==> src/rtl/conv_layer_sequencer_pkg.sv <==
// Shared layer constants and sequencer state encoding for the conv layer datapath.
package conv_layer_sequencer_pkg;

  localparam int unsigned DEF_NUM_ONE_PIXEL_CYCLE   = 13;
  localparam int unsigned DEF_OUT_FEATURE_WIDTH     = 28;
  localparam int unsigned DEF_NUM_ONEMULT           = 6;
  localparam int unsigned DEF_OUTPIXEL_BITWIDTH     = 10;
  localparam int unsigned DEF_NUM_MULTCOMP_BITWIDTH = 3;
  localparam int unsigned DEF_CYC_BITWIDTH          = 5;
  localparam int unsigned DEF_ACC_LAT               = 3;

  localparam int unsigned DEF_OUTPIXEL_COUNT = DEF_OUT_FEATURE_WIDTH * DEF_OUT_FEATURE_WIDTH;
  localparam int unsigned DEF_TOTAL_ISSUE    =
    DEF_NUM_ONE_PIXEL_CYCLE * DEF_OUTPIXEL_COUNT * DEF_NUM_ONEMULT;

  // Encoding is kept stable so the layer-level FSM can decode it directly.
  typedef enum logic [2:0] {
    ST_IDLE  = 3'd0,
    ST_CLR   = 3'd1,
    ST_RUN   = 3'd2,
    ST_DRAIN = 3'd3,
    ST_FIN   = 3'd4
  } seq_state_e;

  // Pixels in one square output map.
  function automatic int unsigned pixel_count(input int unsigned side);
    return side * side;
  endfunction

endpackage

==> src/rtl/conv_layer_sequencer_strobe_delay_line.sv <==
// Fixed-depth shift register aligning issue-time strobes with product arrival.
module strobe_delay_line #(
  parameter int unsigned WIDTH = 1,
  parameter int unsigned DEPTH = 1
) (
  input  logic             clk,
  input  logic             reset_n,
  input  logic [WIDTH-1:0] d_i,
  output logic [WIDTH-1:0] q_o
);

  logic [WIDTH-1:0] stage_q [DEPTH];

  // Shift every cycle; asynchronous clear flushes all in-flight strobes.
  always_ff @(posedge clk or negedge reset_n) begin
    if (!reset_n) begin
      for (int unsigned i = 0; i < DEPTH; i++) begin
        stage_q[i] <= '0;
      end
    end else begin
      stage_q[0] <= d_i;
      for (int unsigned i = 1; i < DEPTH; i++) begin
        stage_q[i] <= stage_q[i-1];
      end
    end
  end

  assign q_o = stage_q[DEPTH-1];

endmodule

==> src/rtl/conv_layer_sequencer.sv <==
// Sequences one conv layer: clears the weight generator, issues the full
// cycle/pixel/map schedule, then drains the product pipeline and signals done.
module conv_layer_sequencer
  import conv_layer_sequencer_pkg::*;
#(
  parameter int unsigned NUM_ONE_PIXEL_CYCLE   = DEF_NUM_ONE_PIXEL_CYCLE,
  parameter int unsigned OUT_FEATURE_WIDTH     = DEF_OUT_FEATURE_WIDTH,
  parameter int unsigned NUM_ONEMULT           = DEF_NUM_ONEMULT,
  parameter int unsigned OUTPIXEL_BITWIDTH     = DEF_OUTPIXEL_BITWIDTH,
  parameter int unsigned NUM_MULTCOMP_BITWIDTH = DEF_NUM_MULTCOMP_BITWIDTH,
  parameter int unsigned CYC_BITWIDTH          = DEF_CYC_BITWIDTH,
  parameter int unsigned ACC_LAT               = DEF_ACC_LAT
) (
  input  logic                             clk,
  input  logic                             reset_n,
  input  logic                             start,
  input  logic                             hold,
  output logic                             busy,
  output logic                             done,
  output logic                             wgen_reset,
  output logic                             wgen_enable,
  output logic                             acc_en,
  output logic                             acc_clear,
  output logic                             acc_last,
  output logic [OUTPIXEL_BITWIDTH-1:0]     pix_idx,
  output logic [NUM_MULTCOMP_BITWIDTH-1:0] map_idx
);

  localparam int unsigned OUTPIXEL_COUNT = pixel_count(OUT_FEATURE_WIDTH);
  localparam int unsigned DRAIN_BITWIDTH = (ACC_LAT > 1) ? $clog2(ACC_LAT) : 1;
  localparam int unsigned PAYLOAD_W      = 3 + OUTPIXEL_BITWIDTH + NUM_MULTCOMP_BITWIDTH;

  localparam logic [CYC_BITWIDTH-1:0]          CYC_MAX   = CYC_BITWIDTH'(NUM_ONE_PIXEL_CYCLE - 1);
  localparam logic [OUTPIXEL_BITWIDTH-1:0]     PIX_MAX   = OUTPIXEL_BITWIDTH'(OUTPIXEL_COUNT - 1);
  localparam logic [NUM_MULTCOMP_BITWIDTH-1:0] MAP_MAX   = NUM_MULTCOMP_BITWIDTH'(NUM_ONEMULT - 1);
  localparam logic [DRAIN_BITWIDTH-1:0]        DRAIN_MAX = DRAIN_BITWIDTH'(ACC_LAT - 1);

  seq_state_e                       state_q, state_d;
  logic [CYC_BITWIDTH-1:0]          cyc_q, cyc_d;
  logic [OUTPIXEL_BITWIDTH-1:0]     pix_q, pix_d;
  logic [NUM_MULTCOMP_BITWIDTH-1:0] map_q, map_d;
  logic [DRAIN_BITWIDTH-1:0]        drain_q, drain_d;

  logic cyc_last, pix_last, map_last, final_issue;

  logic [PAYLOAD_W-1:0] dl_in, dl_out;

  assign cyc_last    = (cyc_q == CYC_MAX);
  assign pix_last    = (pix_q == PIX_MAX);
  assign map_last    = (map_q == MAP_MAX);
  assign final_issue = cyc_last && pix_last && map_last;

  // State and counter registers.
  always_ff @(posedge clk or negedge reset_n) begin
    if (!reset_n) begin
      state_q <= ST_IDLE;
      cyc_q   <= '0;
      pix_q   <= '0;
      map_q   <= '0;
      drain_q <= '0;
    end else begin
      state_q <= state_d;
      cyc_q   <= cyc_d;
      pix_q   <= pix_d;
      map_q   <= map_d;
      drain_q <= drain_d;
    end
  end

  // Next-state, nested issue counters and control outputs.
  always_comb begin
    state_d     = state_q;
    cyc_d       = cyc_q;
    pix_d       = pix_q;
    map_d       = map_q;
    drain_d     = drain_q;
    busy        = 1'b0;
    done        = 1'b0;
    wgen_reset  = 1'b0;
    wgen_enable = 1'b0;
    unique case (state_q)
      ST_IDLE: begin
        if (start) state_d = ST_CLR;
      end
      ST_CLR: begin
        busy       = 1'b1;
        wgen_reset = 1'b1;
        cyc_d      = '0;
        pix_d      = '0;
        map_d      = '0;
        drain_d    = '0;
        state_d    = ST_RUN;
      end
      ST_RUN: begin
        busy        = 1'b1;
        wgen_enable = !hold;
        if (!hold) begin
          // All three counters wrap together on the final issue so none
          // ever steps past its maximum.
          if (cyc_last) begin
            cyc_d = '0;
            if (pix_last) begin
              pix_d = '0;
              map_d = map_last ? '0 : map_q + 1'b1;
            end else begin
              pix_d = pix_q + 1'b1;
            end
          end else begin
            cyc_d = cyc_q + 1'b1;
          end
          if (final_issue) begin
            drain_d = '0;
            state_d = ST_DRAIN;
          end
        end
      end
      ST_DRAIN: begin
        busy = 1'b1;
        if (drain_q == DRAIN_MAX) begin
          state_d = ST_FIN;
        end else begin
          drain_d = drain_q + 1'b1;
        end
      end
      ST_FIN: begin
        busy    = 1'b1;
        done    = 1'b1;
        state_d = ST_IDLE;
      end
      default: state_d = ST_IDLE;
    endcase
  end

  assign dl_in = {wgen_enable,
                  wgen_enable && (cyc_q == '0),
                  wgen_enable && cyc_last,
                  pix_q,
                  map_q};

  strobe_delay_line #(
    .WIDTH (PAYLOAD_W),
    .DEPTH (ACC_LAT)
  ) u_strobe_delay_line (
    .clk     (clk),
    .reset_n (reset_n),
    .d_i     (dl_in),
    .q_o     (dl_out)
  );

  assign {acc_en, acc_clear, acc_last, pix_idx, map_idx} = dl_out;

endmodule

==> config.mk <==
export PLATFORM = sky130hd
export DESIGN_NAME = conv_layer_sequencer
export DESIGN_NICKNAME = d
export VERILOG_FILES = /design/src/rtl/conv_layer_sequencer_pkg.sv /design/src/rtl/conv_layer_sequencer_strobe_delay_line.sv /design/src/rtl/conv_layer_sequencer.sv
export SDC_FILE = /design/constraint.sdc
export NUM_CORES = 1
export LEC_CHECK = 0
export ABC_AREA = 1
export CORE_UTILIZATION = 50
export DETAILED_ROUTE_END_ITERATION = 7
export GPL_ROUTABILITY_DRIVEN = 0
export GPL_TIMING_DRIVEN = 0
export PLACE_DENSITY = 0.71
export SLEW_MARGIN = 10
export SYNTH_ARGS = -nofsm -noshare
export SYNTH_HDL_FRONTEND = slang
export SYNTH_SLANG_ARGS = --single-unit
==> constraint.sdc <==
create_clock -name clk -period 3.4 [get_ports clk]
set_input_delay 0.68 -clock clk [delete_from_list [all_inputs] [get_ports clk]]
set_output_delay 0.68 -clock clk [all_outputs]
set_load 0.02 [all_outputs]
==> run_results.csv, run 1 <==
group,metric,value,unit
run_status,outcome,"finished, final reports clean",
clocking,cts_buffers,9,
critical_path,reg2reg_setup_slack,1.60,ns
floorplanning,dieArea,5670,µm²
yosys,synth_area,2690,µm²
drt,drc,0,
yosys,synth_common_cells,"dfrtp_1, nand2_1, inv_1, nor2_1",
clocking,cts_hold_buf,0,
drt,totalWireLength,4070,µm
clocking,clk_latency,0.33,ns
job,maxCapViolations,0,
power,power,3160,µW
sta,skew,0.00737,ns
sta,fin_crit_sh,0.798,
sta,slew_violations,0,
yosys,ys_types,27,
finish,final_cells,359,
critical_path,worst-r2r-cell-count,9,
yosys,synth_area_leaders,"dfrtp_1, nand2_1, inv_1, buf_4, nor2_1",
critical_path,r2r_start,"pix_q[0]$_DFFE_PN0P_",
finish,layout-drive-gt1-share,0.152,
power,p_leak,0.00165,µW
critical_path,critPathMaxStageDelay,0.60,ns
critical_path,crit_slowest_cell,"clkdlybuf4s50_1",
yosys,synth_top_cell_by_area,"dfrtp_1",
finish,n_antenna_cell,0,
floorplanning,die_x,75.3,µm
drt,drtIter0Drc,105,
sta,slew_headroom,0.790,
placement,place_hpwl,2850,µm
sta,fin_crit,2.71,ns
clocking,cts_root_buffer,"clkbuf_8",
critical_path,critPathCaptureType,"output port",
clocking,clkSinkCount,71,
global_routing,grt.total_usage,0.173,
finish,utilization,0.633,
drt,first_pass_iters,4,
drt,vias,1709,
yosys,ys_seq_area_frac,0.661,
power,p_per_area,973,nW/µm²
floorplanning,ioPinCount,24,
drt,routedWlPerCell,11.3,µm
critical_path,endpoint,"wgen_enable",
sta,worstMarginPinSlew,0.315,ns
global_routing,grt-ovfl-total,0,
yosys,synth-async-reset-ratio,1.00,
clocking,h-tree-depth,3,
yosys,ys_warn_count,0,
yosys,synth_ff_type,"dfrtp_1",
floorplanning,dieHeight,75.3,µm
global_routing,grt_max_degree,52,
floorplanning,rows,26,
clocking,cts_buffer_depth,2,
placement,io_buffers,23,
critical_path,cp_cell_sequence,"clkdlybuf4s50_1, inv_1, nand3_2, inv_1, clkdlybuf4s50_1",
yosys,synth.most_common_cell,"dfrtp_1",
critical_path,reg2reg_to,"map_q[1]$_DFFE_PN0P_",
critical_path,crit_start,"hold",
drt,final_antenna_net_count,0,
finish,final_nets,292,
min_path,min_path_type,"primary input to asynchronous set/reset pin",
critical_path,crit_cells,5,
yosys,syn_area_per_cell,10.8,µm²
sta,timing.fmax,369,MHz
critical_path,startpoint_type,"primary input",
finish,fillCellCount,423,
drt,viasPerCell,4.76,
finish,area_growth,21.0,%
sta,rsz0062_at_grt,"false",
yosys,synth_top_area_share,0.661,
power,vdd_drop_max,0.489,mV
yosys,synthCells,249,
yosys,syn_nets,257,
sta,hold_viol_final,0,
critical_path,path_class,"primary input to output port",
critical_path,crit_fanout,4,
sta,setup_viol,0,
global_routing,antenna_found_initial,0,
clocking,postCtsSetupBuffers,0,
yosys,synth_edf_count,0,
global_routing,grt_pass1_wl,6990,µm
critical_path,crit_buf_inv,4,
yosys,ys_ff_latch,71,
clocking,cts_tree,"done",
critical_path,cp.arrival,2.03,ns
sta,whs,0.223,ns
placement,dp.cells,343,
floorplanning,initial_utilization,0.523,
critical_path,cp.required,2.72,ns
critical_path,crit_family,"buffers and inverters",
clocking,cts.repair.resized,0,
clocking,clk_pin_slew,0.07,ns
global_routing,grt_pass1_vias,1655,
floorplanning,coreArea,5140,µm²
-- cell families after synthesis --
logic type / count (synthesis) / synth area share
AOI/OAI and AO/OA: 24 / 0.0498
xor gates and xnor gates: 3 / 0.00978
adders and majority gates: 4 / 0.0186
buffers and inverters: 48 / 0.0908
DFF: 71 / 0.661
and+or+nand+nor: 99 / 0.170
-- per-layer routing --
metal	global-route usage	up-vias	wire (µm)
met5	0	-	0
met4	0.117	0	112
met3	0.0437	11	126
met2	0.277	37	1940
met1	0.207	824	1890
li1	-	837	-
-- power by group --
part           switching (µW)  internal, µW
Sequential                193          1180
Combinational             599           460
Clock                     296           433
Total                    1090          2080
-- final cells by class --
type | count | area (µm²) | area share
clock buffers | 11 | 141 | 0.0435
multi-input cells | 130 | 667 | 0.205
inverters | 33 | 124 | 0.0381
repair buffers | 24 | 255 | 0.0785
plain buffers | 15 | 120 | 0.0369
clock inverters | 5 | 81.3 | 0.0250
flip-flops and latches | 71 | 1780 | 0.546
well taps | 70 | 87.6 | 0.0269
-- sequential cells by signal, indices dropped and copies added, names as in the netlist --
signal / cells
u_strobe_delay_line.stage_q: 32
state_q: 3
cyc_q: 5
u_strobe_delay_line.q_o: 16
map_q: 3
pix_q: 10
drain_q: 2
-- worst register-to-register path: cells and delay by family, from the launching register on --
kind	cells	cell delay (ns)
AND/OR/NAND/NOR	6	0.84
adder cells (fa/ha/maj)	1	0.24
AO/OA/AOI/OAI	1	0.07
flip-flops	1	0.49
buffers and inverters	1	0.10
-- metrics by stage --
stage                     setup TNS (ns)  worst slack, ns  instance area, µm²
final                                  0            0.688                3250
after global routing                   0            0.580                3250
after CTS                              0            0.684                3250
after detailed placement               0            0.690                3030
after global placement            -39.85           -0.565                3010
after floorplan                        0             1.69                2690
-- worst min-delay path by stage --
| stage | start | endpoint | cells after the start |
|---|---|---|---|
| after floorplan | u_strobe_delay_line.stage_q[16]$_DFF_PN0_ | u_strobe_delay_line.q_o[0]$_DFF_PN0_ | 0 |
| after global placement | u_strobe_delay_line.stage_q[23]$_DFF_PN0_ | u_strobe_delay_line.q_o[7]$_DFF_PN0_ | 0 |
| after detailed placement | u_strobe_delay_line.stage_q[21]$_DFF_PN0_ | u_strobe_delay_line.q_o[5]$_DFF_PN0_ | 0 |
| after CTS | reset_n | u_strobe_delay_line.q_o[10]$_DFF_PN0_ | 1 |
| after global routing | reset_n | u_strobe_delay_line.stage_q[26]$_DFF_PN0_ | 1 |
| final | reset_n | pix_q[3]$_DFFE_PN0P_ | 1 |
-- layout by cell type, fill, tap and decap left out, types with 3 or more instances in the layout --
master and n:
nand3_1 13, a21oi_1 4, clkdlybuf4s50_1 22, inv_2 3, nand4_1 5, ha_1 4, nor2_1 19, o21ai_1 8
o21ai_0 7, nand2_1 50, buf_4 14, clkbuf_8 10, dfrtp_1 71, inv_1 30
Note: power is estimated with default switching activity, not from simulation.
==> run 2, diff against run 1 <==
==> constraint.sdc (replaced) <==
create_clock -name clk -period 2.7 [get_ports clk]
set_input_delay 0.54 -clock clk [delete_from_list [all_inputs] [get_ports clk]]
set_output_delay 0.54 -clock clk [all_outputs]
set_load 0.02 [all_outputs]
==> results of run 2 <==
The final DEF is identical to that of run 1. Status: finished, final reports clean.
Main changes from that run: setup slack after placement 0.690 ns -> 0.270 ns; setup slack after layout 0.688 ns -> 0.268 ns; hold slack 0.223 ns -> 0.0828 ns; register-to-register setup slack 1.60 ns -> 0.90 ns; total power 3160 µW -> 3990 µW; worst IR drop on VDD 0.489 mV -> 0.616 mV
==> run 3, diff against run 2 <==
--- a/config.mk
+++ b/config.mk
@@ -10,7 +10,7 @@
 export DETAILED_ROUTE_END_ITERATION = 7
 export GPL_ROUTABILITY_DRIVEN = 0
 export GPL_TIMING_DRIVEN = 0
-export PLACE_DENSITY = 0.71
+export PLACE_DENSITY = 0.74
 export SLEW_MARGIN = 10
 export SYNTH_ARGS = -nofsm -noshare
 export SYNTH_HDL_FRONTEND = slang
==> constraint.sdc (replaced) <==
create_clock -name clk -period 2 [get_ports clk]
set_input_delay 0.4 -clock clk [delete_from_list [all_inputs] [get_ports clk]]
set_output_delay 0.4 -clock clk [all_outputs]
set_load 0.02 [all_outputs]
==> run_results.csv, run 3 (synthesized netlist as in run 1, its figures left out) <==
group,metric,value,unit
run_status,outcome,"finished, final reports clean",
critical_path,r2r_start,"pix_q[0]$_DFFE_PN0P_",
drt,viasPerCell,4.75,
drt,final_antenna_net_count,0,
sta,setup_viol,0,
drt,first_pass_iters,4,
min_path,hp-start,"u_strobe_delay_line.stage_q[36]$_DFF_PN0_",
finish,area_growth,22.1,%
floorplanning,ioPinCount,24,
power,power.net_switching,1820,µW
clocking,cts_tree,"done",
global_routing,grt.total_usage,0.166,
critical_path,crit_slowest_cell,"dfrtp_1",
min_path,min_path_type,"register to register",
sta,fin_crit,1.90,ns
finish,layout_commonest_cell,"dfrtp_1",
critical_path,worst-r2r-cell-count,9,
floorplanning,rows,26,
critical_path,path_class,"register to output port",
finish,utilization,0.638,
placement,io_buffers,23,
clocking,cts_root_buffer,"clkbuf_8",
critical_path,crit_buf_inv,3,
critical_path,crit_fanout,7,
sta,rsz0062_at_grt,"false",
drt,vias,1706,
clocking,clk_latency,0.33,ns
critical_path,cp.arrival,1.50,ns
critical_path,cp_cell_sequence,"inv_2, nand3_1, inv_1, clkdlybuf4s15_1",
clocking,postCtsSetupBuffers,0,
floorplanning,initial_utilization,0.523,
drt,totalWireLength,4050,µm
critical_path,reg2reg_setup_slack,0.22,ns
sta,whs,0.349,ns
sta,slew_headroom,0.786,
floorplanning,dieHeight,75.3,µm
global_routing,grt_max_degree,52,
global_routing,grt_pass1_vias,1565,
floorplanning,coreArea,5140,µm²
power,p_clk_frac,0.249,
power,p_leak,0.00167,µW
finish,layout-drive-gt1-share,0.156,
floorplanning,die_x,75.3,µm
clocking,cts_buffer_depth,2,
sta,timing.fmax,527,MHz
min_path,whs_path_depth,0,
sta,fin_crit_sh,0.949,
sta,skew,0.00475,ns
finish,top_register,"u_strobe_delay_line.stage_q",
floorplanning,dieArea,5670,µm²
sta,worstMarginPinSlew,0.320,ns
drt,routedWlPerCell,11.3,µm
critical_path,critPathCaptureType,"output port",
critical_path,reg2reg_to,"map_q[1]$_DFFE_PN0P_",
global_routing,antenna_found_initial,0,
clocking,clkSinkCount,71,
global_routing,grt-ovfl-total,0,
placement,place_hpwl,2680,µm
critical_path,cp.required,1.60,ns
clocking,cts_buffers,9,
clocking,clk_pin_slew,0.07,ns
power,share_seq_of_total_power,0.427,
sta,tns,0,ns
critical_path,critPathMaxStageDelay,0.47,ns
sta,hold_viol_final,0,
power,pwr-share-comb,0.323,
clocking,h-tree-depth,3,
power,p_per_area,1670,nW/µm²
critical_path,startpoint_type,"register",
sta,slew_violations,0,
finish,fillCellCount,408,
drt,drtIter0Drc,99,
global_routing,grt_pass1_wl,6840,µm
critical_path,crit_family,"buffers and inverters",
power,power,5490,µW
power,vdd_drop_max,0.773,mV
power,power.internal,3670,µW
finish,largest_reg_flops,32,
power,p_sw_frac,0.332,
finish,final_nets,293,
drt,drc,0,
job,maxCapViolations,0,
min_path,hold_path_end,"u_strobe_delay_line.stage_q[20]$_DFF_PN0_",
finish,n_antenna_cell,0,
finish,final_cell_mix,"dfrtp_1, nand2_1, inv_1",
==> run 3: timing repair <==
| action | CTS | global route |
|---|---|---|
| setup endpoints to repair | 4 | 2 |
| gates resized for setup | 6 | 3 |
| hold buffers | 1 | 0 |
| endpoints found under the hold margin | 20 | 0 |
==> run 3: how the worst max path moves through the flow <==
| stage | startpoint | end | cells past startpoint |
|---|---|---|---|
| 2_1_floorplan | pix_q[0]$_DFFE_PN0P_ | map_q[1]$_DFFE_PN0P_ | 9 |
| 3_3_place_gp | reset_n | state_q[1]$_DFFE_PN0P_ | 1 |
| 3_5_place_dp | hold | wgen_enable | 5 |
| 4_1_cts | state_q[0]$_DFFE_PN0P_ | wgen_enable | 4 |
| 5_1_grt | state_q[1]$_DFFE_PN0P_ | wgen_reset | 4 |
| 6_report | state_q[1]$_DFFE_PN0P_ | wgen_reset | 4 |
==> run 3: layout make-up <==
type,count,area [µm²],share of cell area
multi-input combinational,130,669,0.204
clock inverter,3,90.1,0.0275
sequential,71,1780,0.542
inverter,33,124,0.0378
timing repair buffer,25,258,0.0786
clock buffer,12,155,0.0473
buffer,15,120,0.0366
tap,70,87.6,0.0267
==> run 3: power groups by stage <==
stage | clock, µW | combinational [µW] | sequential, µW
2_1_floorplan | 0 | 1250 | 2290
3_3_place_gp | 0 | 1730 | 2330
3_5_place_dp | 0 | 1790 | 2370
4_1_cts | 1400 | 1790 | 2350
5_1_grt | 1450 | 1990 | 2420
6_report | 1370 | 1780 | 2340
==> run 3: stage by stage <==
step           setup WS [ns]  cell area [µm²]  cells
4_1_cts               0.0426             3280    359
2_1_floorplan          0.540             2690    249
3_3_place_gp           -1.72             3010    342
3_5_place_dp          -0.159             3030    343
5_1_grt              0.00704             3280    359
6_report               0.102             3280    359
==> run 3: worst register-to-register path, cell delays in order (launching register included) <==
cell and delay (ns):
dfrtp_1 0.48, ha_1 0.24, nand3_1 0.17, nor2_1 0.14, nand2_1 0.07, nand2_1 0.26
nand2_2 0.16, inv_2 0.10, nand2_1 0.05, o21ai_1 0.06
==> run 3: metal layers <==
| layer | track usage | routed length, µm | part of all wire |
|---|---|---|---|
| met3 | 0.0291 | 175 | 0.043 |
| met2 | 0.256 | 1880 | 0.47 |
| met4 | 0.115 | 119 | 0.029 |
| met5 | 0 | 0 | 0 |
| met1 | 0.216 | 1870 | 0.46 |
==> edit, RTL diff (config.mk and constraints of run 2) <==
Add an input register stage for `hold`, cleared by the reset; this delays it by one clock. The other inputs are not delayed to match.
--- a/src/rtl/conv_layer_sequencer.sv
+++ b/src/rtl/conv_layer_sequencer.sv
@@ -36,2 +36,12 @@
   localparam logic [DRAIN_BITWIDTH-1:0]        DRAIN_MAX = DRAIN_BITWIDTH'(ACC_LAT - 1);
+
+  logic hold_q;
+
+  always_ff @(posedge clk or negedge reset_n) begin
+    if (!reset_n) begin
+      hold_q <= '0;
+    end else begin
+      hold_q <= hold;
+    end
+  end
 
@@ -95,4 +105,4 @@
         busy        = 1'b1;
-        wgen_enable = !hold;
-        if (!hold) begin
+        wgen_enable = !hold_q;
+        if (!hold_q) begin
           // All three counters wrap together on the final issue so none
Behaviour: not the same (a bounded check fails within 4 cycles, from zero or initial values and one cycle with reset_n low).
==> edit against run 2 <==
- routed wire length down 4.9%
- area after synthesis up 0.93%
- highest routed layer unchanged
- total power down 20%
- final area unchanged
- worst setup slack better by 37 ps
- cell count up 0.28%
- sequential cell count up 1
- critical endpoint unchanged
- via count down 1.7%
- sequential power down 15%
- first-iteration DRC count down 25%
- critical path type is now reg -> out
==> edit: results (changes against run 2) <==
- Number of global-route vias before repair: 1567 (was 1655)
- Total GRT Usage: 16.5% (was 17.3%)
- Cell total after placement: 344 (was 343)
- Critical path data arrival time: 1850 ps (was 1890 ps)
- Setup Skew: 7.82 ps (was 7.37 ps)
- Leak Pwr: 0.00166 uW (was 0.00165 uW)
- Seq/Total Area, Yosys: 66.4% (was 66.1%)
- Cells on worst reg2reg path: 8 (was 9)
- VDD IR max: 0.000518 V (was 0.000616 V)
- CP max FO: 6 (was 4)
- Adder-cell share of the synthesized area: 1.85% (was 1.86%)
- Slew of the pin with the lowest slew margin: 304 ps (was 315 ps)
- Share of cells above drive strength 1: 15.2% (about the same)
- Post-synthesis xor/xnor area fraction: 0.969% (was 0.978%)
- Crit path launch: state_q[0] (was hold)
- WS Path Type: reg -> out (was in -> out)
- Status: finished clean (unchanged)
- Commonest cells post-synth: 72 x dfrtp_1, 50 x nand2_1, 30 x inv_1 (was 71 x dfrtp_1, 50 x nand2_1, 30 x inv_1)
- Vias/cell: 4.67 (was 4.76)
- Setup Slack @ Placement: 654 ps (was 270 ps)
- Placed instance area: 3060 um2 (was 3030 um2)
- Sw Share: 32.6% (was 34.4%)
- Total number of vias: 1680 (was 1709)
- DP HPWL: 2630 um (was 2850 um)
- First-pass GRT wire length: 6780 um (was 6990 um)
- Syn_nets: 258 (was 257)
- Final wirelength: 3870 um (was 4070 um)
- WHS: 83.1 ps (was 82.8 ps)
- DRT iter0 DRCs: 79 (was 105)
- Largest register by flop count: u_strobe_delay_line.stage_q (unchanged)
- Final #Nets: 293 (was 292)
- Fill cells: 412 (was 423)
- Largest net degree at the start of global routing: 55 (was 52)
- Top cells by area, synth: dfrtp_1 66%, nand2_1 6.9%, inv_1 4.2%, buf_4 3.6%, nor2_1 2.6% (was dfrtp_1 66%, nand2_1 7.0%, inv_1 4.2%, buf_4 3.6%, nor2_1 2.7%)
- Mean post-synth cell area: 10.9 um2 (was 10.8 um2)
[edit: cell count changes in the layout (fill, tap and decap cells not counted)]
cell,delta
dfrtp_1,+1
bufinv_16,-1
clkinv_2,+1
[edit: final cells by class]
class / instances / area [um2] / share of cell area [%]
plain buffers: 15 / 120 / 3.69
flip-flops and latches: 72 / 1800 / 55.4
clock buffers: 11 / 141 / 4.35
well taps: 70 / 87.6 / 2.69
multi-input cells: 130 / 667 / 20.5
clock inverters: 5 / 56.3 / 1.73
repair buffers: 24 / 255 / 7.85
inverters: 33 / 124 / 3.81
[edit: per-layer routing]
metal  wire length [um]  GRT usage, %  vias up
met1               1830          20.9      789
met5                  0             0        -
met4                 63          9.26        0
met3                168          4.76        7
met2               1810          25.7       44
li1                   -             -      840
[edit: power groups by stage]
stage	combinational (uW)	clock (uW)	sequential (uW)
after floorplan	616	0	1470
after global placement	859	0	1480
after detailed placement	885	0	1490
after CTS	890	843	1470
after global routing	997	883	1500
final	879	823	1470
